`src/rtl/hazard_control_unit.sv`:
```
// Pipeline hazard sequencer: load-use, branch flush, mul/div and MEM wait stalls.
// Optional perf counters enabled with HAZARD_PERF_EN.
module hazard_control_unit #(
    parameter int MD_LATENCY  = 4,
    parameter int MEM_TIMEOUT = 255,
    parameter int CNT_W       = 32
) (
    input  logic             clk,
    input  logic             rstN,
    input  logic [4:0]       idRs,
    input  logic [4:0]       idRt,
    input  logic             exMemRead,
    input  logic [4:0]       exRd,
    input  logic             exBranchTaken,
    input  logic             exMdStart,
    input  logic             memReq,
    input  logic             memReady,
    output logic             pcWrite,
    output logic             ifIdWrite,
    output logic             ifIdFlush,
    output logic             idExWrite,
    output logic             idExBubble,
    output logic             exMemWrite,
    output logic             exMemBubble,
    output logic             memWbBubble,
    output logic             mdBusy,
    output logic             memErr,
    output logic [CNT_W-1:0] stallCycles,
    output logic [CNT_W-1:0] flushCount
);

    localparam int MDW  = $clog2(MD_LATENCY + 1);
    localparam int MEMW = $clog2(MEM_TIMEOUT + 1);
    localparam logic [MDW-1:0]  MD_INIT = MDW'(MD_LATENCY - 2);
    localparam logic [MEMW-1:0] MEM_TO  = MEMW'(MEM_TIMEOUT);

    typedef enum logic [1:0] {
        RUN,
        MD_WAIT,
        MEM_WAIT
    } state_e;

    state_e          state_q, state_d;
    logic [MDW-1:0]  mdCnt_q, mdCnt_d;
    logic [MEMW-1:0] memCnt_q, memCnt_d;
    logic            memErr_q, memErr_d;
    logic            loadUse;

    assign loadUse = exMemRead && (exRd != 5'd0) &&
                     ((exRd == idRs) || (exRd == idRt));
    assign memErr  = memErr_q;

    always_ff @(posedge clk) begin
        if (!rstN) begin
            state_q  <= RUN;
            mdCnt_q  <= '0;
            memCnt_q <= '0;
            memErr_q <= 1'b0;
        end else begin
            state_q  <= state_d;
            mdCnt_q  <= mdCnt_d;
            memCnt_q <= memCnt_d;
            memErr_q <= memErr_d;
        end
    end

    always_comb begin
        state_d     = state_q;
        mdCnt_d     = mdCnt_q;
        memCnt_d    = memCnt_q;
        memErr_d    = memErr_q;
        pcWrite     = 1'b1;
        ifIdWrite   = 1'b1;
        ifIdFlush   = 1'b0;
        idExWrite   = 1'b1;
        idExBubble  = 1'b0;
        exMemWrite  = 1'b1;
        exMemBubble = 1'b0;
        memWbBubble = 1'b0;
        mdBusy      = 1'b0;
        if (!rstN) begin
            pcWrite     = 1'b0;
            ifIdWrite   = 1'b0;
            ifIdFlush   = 1'b1;
            idExWrite   = 1'b0;
            idExBubble  = 1'b1;
            exMemWrite  = 1'b0;
            exMemBubble = 1'b1;
            memWbBubble = 1'b1;
        end else begin
            unique case (state_q)
                RUN: begin
                    if (memReq && !memReady) begin
                        pcWrite     = 1'b0;
                        ifIdWrite   = 1'b0;
                        idExWrite   = 1'b0;
                        exMemWrite  = 1'b0;
                        memWbBubble = 1'b1;
                        state_d     = MEM_WAIT;
                        memCnt_d    = MEMW'(1);
                    end else if (exMdStart && (MD_LATENCY > 1)) begin
                        pcWrite     = 1'b0;
                        ifIdWrite   = 1'b0;
                        idExWrite   = 1'b0;
                        exMemBubble = 1'b1;
                        mdBusy      = 1'b1;
                        state_d     = MD_WAIT;
                        mdCnt_d     = MD_INIT;
                    end else if (exBranchTaken) begin
                        ifIdFlush  = 1'b1;
                        idExBubble = 1'b1;
                    end else if (loadUse) begin
                        pcWrite    = 1'b0;
                        ifIdWrite  = 1'b0;
                        idExBubble = 1'b1;
                    end
                end
                MD_WAIT: begin
                    if (mdCnt_q == '0) begin
                        state_d = RUN;
                    end else begin
                        pcWrite     = 1'b0;
                        ifIdWrite   = 1'b0;
                        idExWrite   = 1'b0;
                        exMemBubble = 1'b1;
                        mdBusy      = 1'b1;
                        mdCnt_d     = mdCnt_q - MDW'(1);
                    end
                end
                MEM_WAIT: begin
                    if (memReady) begin
                        state_d  = RUN;
                        memCnt_d = '0;
                    end else if (memCnt_q == MEM_TO) begin
                        // Give up on the access; release so the core can trap.
                        memErr_d = 1'b1;
                        state_d  = RUN;
                        memCnt_d = '0;
                    end else begin
                        pcWrite     = 1'b0;
                        ifIdWrite   = 1'b0;
                        idExWrite   = 1'b0;
                        exMemWrite  = 1'b0;
                        memWbBubble = 1'b1;
                        memCnt_d    = memCnt_q + MEMW'(1);
                    end
                end
                default: state_d = RUN;
            endcase
        end
    end

`ifdef HAZARD_PERF_EN
    logic [CNT_W-1:0] stall_q, stall_d;
    logic [CNT_W-1:0] flush_q, flush_d;

    always_comb begin
        stall_d = stall_q;
        flush_d = flush_q;
        if (!pcWrite && (stall_q != '1)) stall_d = stall_q + CNT_W'(1);
        if (ifIdFlush && (flush_q != '1)) flush_d = flush_q + CNT_W'(1);
    end

    always_ff @(posedge clk) begin
        if (!rstN) begin
            stall_q <= '0;
            flush_q <= '0;
        end else begin
            stall_q <= stall_d;
            flush_q <= flush_d;
        end
    end

    assign stallCycles = stall_q;
    assign flushCount  = flush_q;
`else
    assign stallCycles = '0;
    assign flushCount  = '0;
`endif

endmodule

```
`config.mk`:
```
export PLATFORM = sky130hd
export DESIGN_NAME = hazard_control_unit
export DESIGN_NICKNAME = d
export VERILOG_FILES = /design/src/rtl/hazard_control_unit.sv
export SDC_FILE = /design/constraint.sdc
export NUM_CORES = 1
export LEC_CHECK = 0
export ABC_AREA = 1
export CORE_MARGIN = 3
export CORE_UTILIZATION = 37
export DETAILED_ROUTE_END_ITERATION = 12
export GPL_TIMING_DRIVEN = 0
export PLACE_DENSITY = 0.79
export SLEW_MARGIN = 20
export SYNTH_ARGS = -nofsm -noshare
export SYNTH_HDL_FRONTEND = slang
export SYNTH_SLANG_ARGS = --single-unit
```
`constraint.sdc`:
```
create_clock -name clk -period 1.7 [get_ports clk]
set_input_delay 0.34 -clock clk [delete_from_list [all_inputs] [get_ports clk]]
set_output_delay 0.34 -clock clk [all_outputs]
set_load 0.02 [all_outputs]
```
* Yosys cells after proc, flatten, opt, wreduce, memory -nomap -nowiden
Cells that the tools add are included.
** Storage, ports and cells
- Register bits after elaboration :: 14
- Logic and storage cells :: 85
- Output and inout port bits :: 74
- Bits of input ports :: 22
** Cells by class
- Equality and inequality tests :: 12
- Reductions and logical operators :: 14
- Add/subtract/negate cells :: 2
- Bitwise logic cells :: 1
- Mux-type cells :: 52
** Operator list (count)
- 1-bit two-way mux :: 33
- 8-bit two-way mux :: 3
- 8-bit one-hot mux with 2 select lines :: 1
- 5-bit == test :: 2
- 2-bit two-way mux :: 5
- 2-bit != test (second input constant) :: 5
- 3-bit two-way mux :: 3
- 8-bit by 1-bit adder with 8-bit output (second input constant) :: 1
- 8-bit == test (second input constant) :: 1
- 3-bit != test (second input constant) :: 2
- 1-bit one-hot mux with 2 select lines :: 3
- 1-bit one-hot mux with 3 select lines :: 2
- 2-bit one-hot mux with 3 select lines :: 1
- 3-bit one-hot mux with 2 select lines :: 1
- 3-bit AND reduction :: 2
- 5-bit nonzero test :: 1
- 4-bit AND reduction :: 1
- 2-bit nonzero test :: 2
- 1-bit logical AND :: 3
- 3-bit logical NOT :: 1
- 3-bit by 1-bit subtractor with 3-bit output (second input constant) :: 1
- 2-bit by 1-bit == test with 1-bit output (second input constant) :: 1
- 2-bit == test (second input constant) :: 1
- 2-bit logical NOT :: 1
- other kinds (4) :: 4

* Depth between registers and ports, before layout
Gate-level depths: netlist of run 1.
- Depth after elaboration :: 9
- Depth in mapped cells :: 10
- Gate-level depth less buffers :: 9

* Worst setup path before layout of run 1
Ideal clock, no wire load.
- Kind :: flip-flop to output port
- From :: register memCnt_q[0]
- To :: output port pcWrite
- Setup slack :: -0.118 ns
- Arrival :: 1.478 ns
- Cell stages (with the launch flop) :: 7
- Buffers on the path :: 1
- Data required time :: 1.360 ns
- Cells stage by stage :: dfxtp_1 ha_1 nand4_1 nand3_1 a21oi_1 a21oi_1 buf_4
** Between the ends
- Cells in the longest elaborated chain, start to end :: 5
** RTL lines
- start: declaration :: line 45 : logic [MEMW-1:0] memCnt_q, memCnt_d;
- start signal: assignment :: line 62 : memCnt_q <= memCnt_d;
- 8-bit == test :: line 134 : end else if (memCnt_q == MEM_TO) begin
- 1-bit two-way mux (2 in series)
- 1-bit one-hot mux with 3 select lines
- 1-bit two-way mux
- end: declaration :: line 18 : output logic pcWrite,
No other way between the ends.

* Worst setup path in the final report of run 1
- From :: register memCnt_q[0]
- To :: output port pcWrite
** Between the ends
- Cells in the longest elaborated chain, start to end :: 5
** RTL lines
- 8-bit == test :: line 134
- 1-bit two-way mux :: line 134
- 1-bit two-way mux :: line 131 : if (memReady) begin
- 1-bit one-hot mux with 3 select lines :: line 91 : unique case (state_q)
- 1-bit two-way mux :: line 81 : if (!rstN) begin
No other way between the ends.

==> results.cfg, run 1 <==
[die]
rows = 22
die_h_um = 69.7
die_area_sq_mm = 0.00486
start_util_pct = 39.5
die_width_um = 69.7
core_area_sq_mm = 0.00380
pin_count = 96

[finish]
layout_common_cells = 86 x buf_4, 64 x conb_1, 43 x nand2_1
fill_cells = 329
nets = 371
final_util_pct = 63.1
drive_gt1_share_pct = 43.8
area_growth_pct = 59.6
layout_commonest_cell = buf_4
antenna_cells = 0

[sta]
max_freq_mhz = 508
clock_skew_ps = 4.34
setup_slack_ps = -270
setup_viol = 8
fin_crit_sh_pct = 116
layout_min_cycle_time_ps = 1970
rsz0062_at_grt = true
slew_violations = 0
finalSetupTns_ps = -929
final_hold_viol_count = 0

[power_and_ir_drop]
leakagePower_nw = 1.37
powerDensity_mw_per_mm2 = 536
p_sw_share_pct = 37.3
p_switching_uw = 479
p_total_mw = 1.28
clkPwrFrac_pct = 25.7
p_int_uw = 805
seqPwrFrac_pct = 28.0
comb_power_share_pct = 46.3
peakVddDrop_mv = 0.351

[worst_setup_path]
r2r_setup_slack_ps = 100
arrival_ps = 1630
path_cells = ha_4, nand4_1, nand3_1, a21oi_2, buf_4, a21oi_4, buf_6, buf_6
startpoint_type = flip-flop
worstPathRequired_ps = 1360
crit_type = reg -> out
crit_top_cell = buf_6
max_stage_delay_ps = 360
crit_fanout = 4
critPathSlowestCell = dfxtp_4
timing.rr.start = memCnt_q[0]
rr_worst_depth = 9
crit_path_end_kind = primary output
r2r_end = memCnt_q[0]

[place]
gp_congestion = 0.802
io_buffers = 30
post-dp-hpwl_um = 2690

[synthesis]
synth_cells = 226
yosysWarnings = 0
synth.avg_cell_area_sq_um = 6.64
ys_seq_area_share_pct = 18.7
synth_seq_cells = 14
yosysUniqueCellTypes = 29
synthesis.area_sq_mm = 0.00150

[drt]
top_layer = met4
drtIter0Drc = 61
num_vias = 1547
wl_met1_um = 1280
wl_met2_um = 2180
wirelength_um = 3870
route.detailed.drc = 0
ant_nets = 0
wl_met3_um = 340
drt_pass1_iterations = 4
wl_per_cell_um = 9.86
post_drt_via_cell_ratio = 3.94

[global_routing]
grt_pass1_vias = 1439
grtUsageTotal_pct = 14.6
grt-ovfl-total = 0
grt_max_degree = 9
antenna_found_initial = 0
grt_pass1_wl_um = 6020

[clock_tree]
numCtsBuffers = 3
ctsHoldBuffers = 0
clk_latency_ps = 250
cts_tree = built
cts_sinks = 14
path_clk_slew_ps = 60
cts_root_buf = clkbuf_8
clockBufferDepth = 2
h-tree-depth = 1

[min_path]
min_path_cells = 2
min_path_type = reg -> reg
min_from = mdCnt_q[0]
hold_end = mdCnt_q[0]

[outcome]
status = finished with violations
failed_checks = negative setup slack

[job]
cap_viol_max_count = 0
==> cell usage after synthesis <==
| library cell | n | area (sq um) |
|---|---|---|
| a21oi_1 | 10 | 50.1 |
| a311oi_1 | 1 | 8.76 |
| a31o_2 | 1 | 8.76 |
| and3_1 | 1 | 6.26 |
| buf_4 | 65 | 488 |
| clkbuf_1 | 1 | 3.75 |
| conb_1 | 1 | 3.75 |
| dfxtp_1 | 14 | 280 |
| ha_1 | 3 | 37.5 |
| inv_1 | 27 | 101 |
| inv_2 | 2 | 7.51 |
| inv_4 | 1 | 6.26 |
| nand2_1 | 45 | 169 |
| nand2_2 | 2 | 12.5 |
| nand2_4 | 1 | 11.3 |
| nand3_1 | 7 | 35.0 |
| nand3_4 | 1 | 17.5 |
| nand4_1 | 2 | 12.5 |
| nor2_1 | 17 | 63.8 |
| nor2_2 | 3 | 18.8 |
| nor2_4 | 3 | 33.8 |
| nor3_1 | 6 | 30.0 |
| nor3_2 | 1 | 10.0 |
| nor3b_1 | 1 | 7.51 |
| o211a_1 | 1 | 10.0 |
| o21ai_0 | 3 | 15.0 |
| o21ai_2 | 1 | 8.76 |
| xnor2_1 | 3 | 26.3 |
| xor2_1 | 2 | 17.5 |
==> layer usage <==
metal,vias to the layer above,track usage [%]
met1,650,14.7
met3,10,3.19
met5,-,0
met4,0,6.38
li1,806,-
met2,81,28.4
==> registers in the layout, indices dropped and copies added (netlist names) <==
name / flops
memCnt_q: 8
memErr: 1
state_q: 2
mdCnt_q: 3
==> worst max-delay path, delay by kind of cell, from the launching register on <==
kind	cells	cell delay, ps
compound gates	2	230
buf+inv	3	380
fa+ha+maj	1	160
flops	1	360
simple gates	2	250
==> logic make-up (layout without fill, tap and decap cells) <==
kind of cell    Yosys count  after routing  share of synthesized area (%)
compound gates           17             17                           6.75
buf+inv                  96            152                           40.4
fa+ha+maj                 3              3                           2.50
other cells               1             64                          0.250
flops                    14             14                           18.7
simple gates             90             90                           28.5
xor+xnor                  5              5                           2.92
==> worst max path at each step <==
stage / endpoint / slack [ps] / cells past startpoint / from
floorplan: pcWrite / 30 / 6 / memCnt_q[0]
global placement: pcWrite / -820 / 10 / exRd[3]
detailed placement: pcWrite / -850 / 12 / exRd[4]
CTS: pcWrite / -190 / 9 / memCnt_q[7]
global route: pcWrite / -360 / 9 / memCnt_q[4]
finish: pcWrite / -270 / 8 / memCnt_q[0]
==> area by class of cell <==
cell class / count / area, sq um / area share (%)
multi-input cells: 179 / 930 / 38.8
plain buffers: 66 / 495 / 20.7
repair buffers: 52 / 442 / 18.4
flip-flops and latches: 14 / 297 / 12.4
inverters: 30 / 118 / 4.91
well taps: 48 / 60.1 / 2.51
clock buffers: 4 / 55.1 / 2.30
==> power groups by stage <==
stage | logic, mW | registers, mW | clock network, mW
after floorplan | 0.407 | 0.358 | 0
after global placement | 0.519 | 0.360 | 0
after detailed placement | 0.526 | 0.360 | 0
after CTS | 0.549 | 0.357 | 0.337
after global routing | 0.642 | 0.360 | 0.361
final | 0.594 | 0.359 | 0.330
==> stage by stage <==
step | hold WS [ps] | setup slack [ps] | instances | area [sq um]
after detailed placement | 453 | -848 | 367 | 2100
after global routing | 488 | -360 | 393 | 2400
after CTS | 465 | -188 | 389 | 2320
after global placement | 445 | -817 | 367 | 2100
final | 463 | -270 | 393 | 2400
after floorplan | 436 | 31.6 | 289 | 1740
==> repair_timing <==
item | 4_1_cts | 5_1_grt
endpoints found under the setup margin | 9 | 9
gates resized for setup | 107 | 25
pin swaps | 26 | 15
endpoints found under the hold margin | 0 | 0
setup buffers | 18 | 6
No activity file was read; power rests on OpenSTA's default activity.
==> run 2: changes to the inputs <==
- CAP_MARGIN: unset -> 5
==> results of run 2 <==
Same layout as run 1: the final DEF is identical, and so are final timing and power.
==> run 3: changes to the inputs <==
- GPL_ROUTABILITY_DRIVEN: unset -> 0
- RECOVER_POWER: unset -> 100
==> run 3 against run 2 <==
Effect of this change:
- the flow still finishes with violations (negative setup slack)
- fmax shrank 0.19%
- via count grew 0.19%
- die area is the same
- clock skew is essentially flat
- hold slack is essentially flat
- clock power is essentially flat
- setup slack lost 3.7 ps
- critical path depth is the same
- sequential power is essentially flat
- combinational power is essentially flat
- first-iteration DRC count is the same
- sequential cell count is the same
- highest routed layer unchanged
==> results.cfg, run 3 (synthesized netlist as in run 1, its figures left out) <==
[worst_setup_path]
startpoint_type = flip-flop
worstPathRequired_ps = 1360
crit_fanout = 4
arrival_ps = 1630
crit_path_end_kind = primary output
crit_type = reg -> out

[die]
pin_count = 96
start_util_pct = 39.5
die_h_um = 69.7
rows = 22
core_area_sq_mm = 0.00380
die_area_sq_mm = 0.00486
die_width_um = 69.7

[finish]
nets = 371
final_util_pct = 63.1
antenna_cells = 0
drive_gt1_share_pct = 43.5
layout_common_cells = 86 x buf_4, 64 x conb_1, 43 x nand2_1
largestRegisters = memCnt_q x8, mdCnt_q x3, state_q x2
fill_cells = 329
regMostFlops = memCnt_q
layout_commonest_cell = buf_4
largest_reg_flops = 8
area_growth_pct = 59.6

[drt]
num_vias = 1550
wl_per_cell_um = 9.87
wirelength_um = 3880
route.detailed.drc = 0
drt_pass1_iterations = 4
drtIter0Drc = 61
post_drt_via_cell_ratio = 3.94
ant_nets = 0

[sta]
slew_violations = 0
setup_viol = 8
max_freq_mhz = 507
setup_slack_ps = -274
fin_crit_sh_pct = 116
finalSetupTns_ps = -1010
clock_skew_ps = 4.57
layout_min_cycle_time_ps = 1970
rsz0062_at_grt = true
final_hold_viol_count = 0

[global_routing]
grt-ovfl-total = 0
antenna_found_initial = 0
grt_max_degree = 9
grt_pass1_vias = 1439
grt_pass1_wl_um = 6020
grtUsageTotal_pct = 14.6

[clock_tree]
numCtsBuffers = 3
cts_root_buf = clkbuf_8
h-tree-depth = 1
clockBufferDepth = 2
path_clk_slew_ps = 60
cts_tree = built
clk_latency_ps = 250
cts_sinks = 14

[power_and_ir_drop]
p_total_mw = 1.28
peakVddDrop_mv = 0.351
leakagePower_nw = 1.37
powerDensity_mw_per_mm2 = 536

[outcome]
status = finished with violations
failed_checks = negative setup slack

[min_path]
min_path_type = reg -> reg

[place]
post-dp-hpwl_um = 2690
io_buffers = 30

[job]
cap_viol_max_count = 0
-- run 3: where the power goes --
part | total [mW] | switching, mW | internal [mW]
Clock | 0.331 | 0.125 | 0.205
Combinational | 0.594 | 0.338 | 0.256
Sequential | 0.359 | 0.0154 | 0.344
-- run 3: final timing paths --
path                from  slack, ps  cells after the start     endpoint
max          memCnt_q[0]       -270                      8      pcWrite
max reg2reg  memCnt_q[0]         90                      9  memCnt_q[0]
min reg2reg   mdCnt_q[0]        460                      2   mdCnt_q[0]
min           mdCnt_q[0]        460                      2   mdCnt_q[0]
-- run 3: repair_timing --
action                     CTS  global route
setup endpoints to repair    9             9
hold buffers                 0             0
setup buffers               18             6
resized for setup          107            25
pin swaps                   26            15
-- run 3: final cells by class --
cell class	instances	area [sq um]	share of cell area (%)
flip-flops and latches	14	297	12.4
inverters	30	118	4.91
repair buffers	52	442	18.4
clock buffers	4	55.1	2.30
plain buffers	66	495	20.7
well taps	48	60.1	2.51
multi-input cells	179	930	38.8
-- run 3: critical path: stages, from the launching register on --
cell	delay [ps]
dfxtp_4	360
ha_4	160
nand4_1	140
nand3_1	120
a21oi_2	180
buf_4	140
a21oi_4	50
buf_6	120
buf_6	120
-- run 3: metrics by stage --
step	instances	setup slack (ps)	cell area [sq um]	hold WS, ps
finish	393	-274	2400	463
global route	393	-360	2400	488
CTS	389	-188	2320	465
detailed placement	367	-848	2100	453
global placement	367	-817	2100	445
floorplan	289	31.6	1740	436
-- run 3: metal layers --
| layer | global-route usage (%) | wire (um) | up-vias |
|---|---|---|---|
| met4 | 6.38 | 76 | 0 |
| met1 | 14.7 | 1300 | 658 |
| met3 | 3.19 | 323 | 10 |
| li1 | - | - | 806 |
| met2 | 28.4 | 2180 | 76 |
| met5 | 0 | 0 | - |
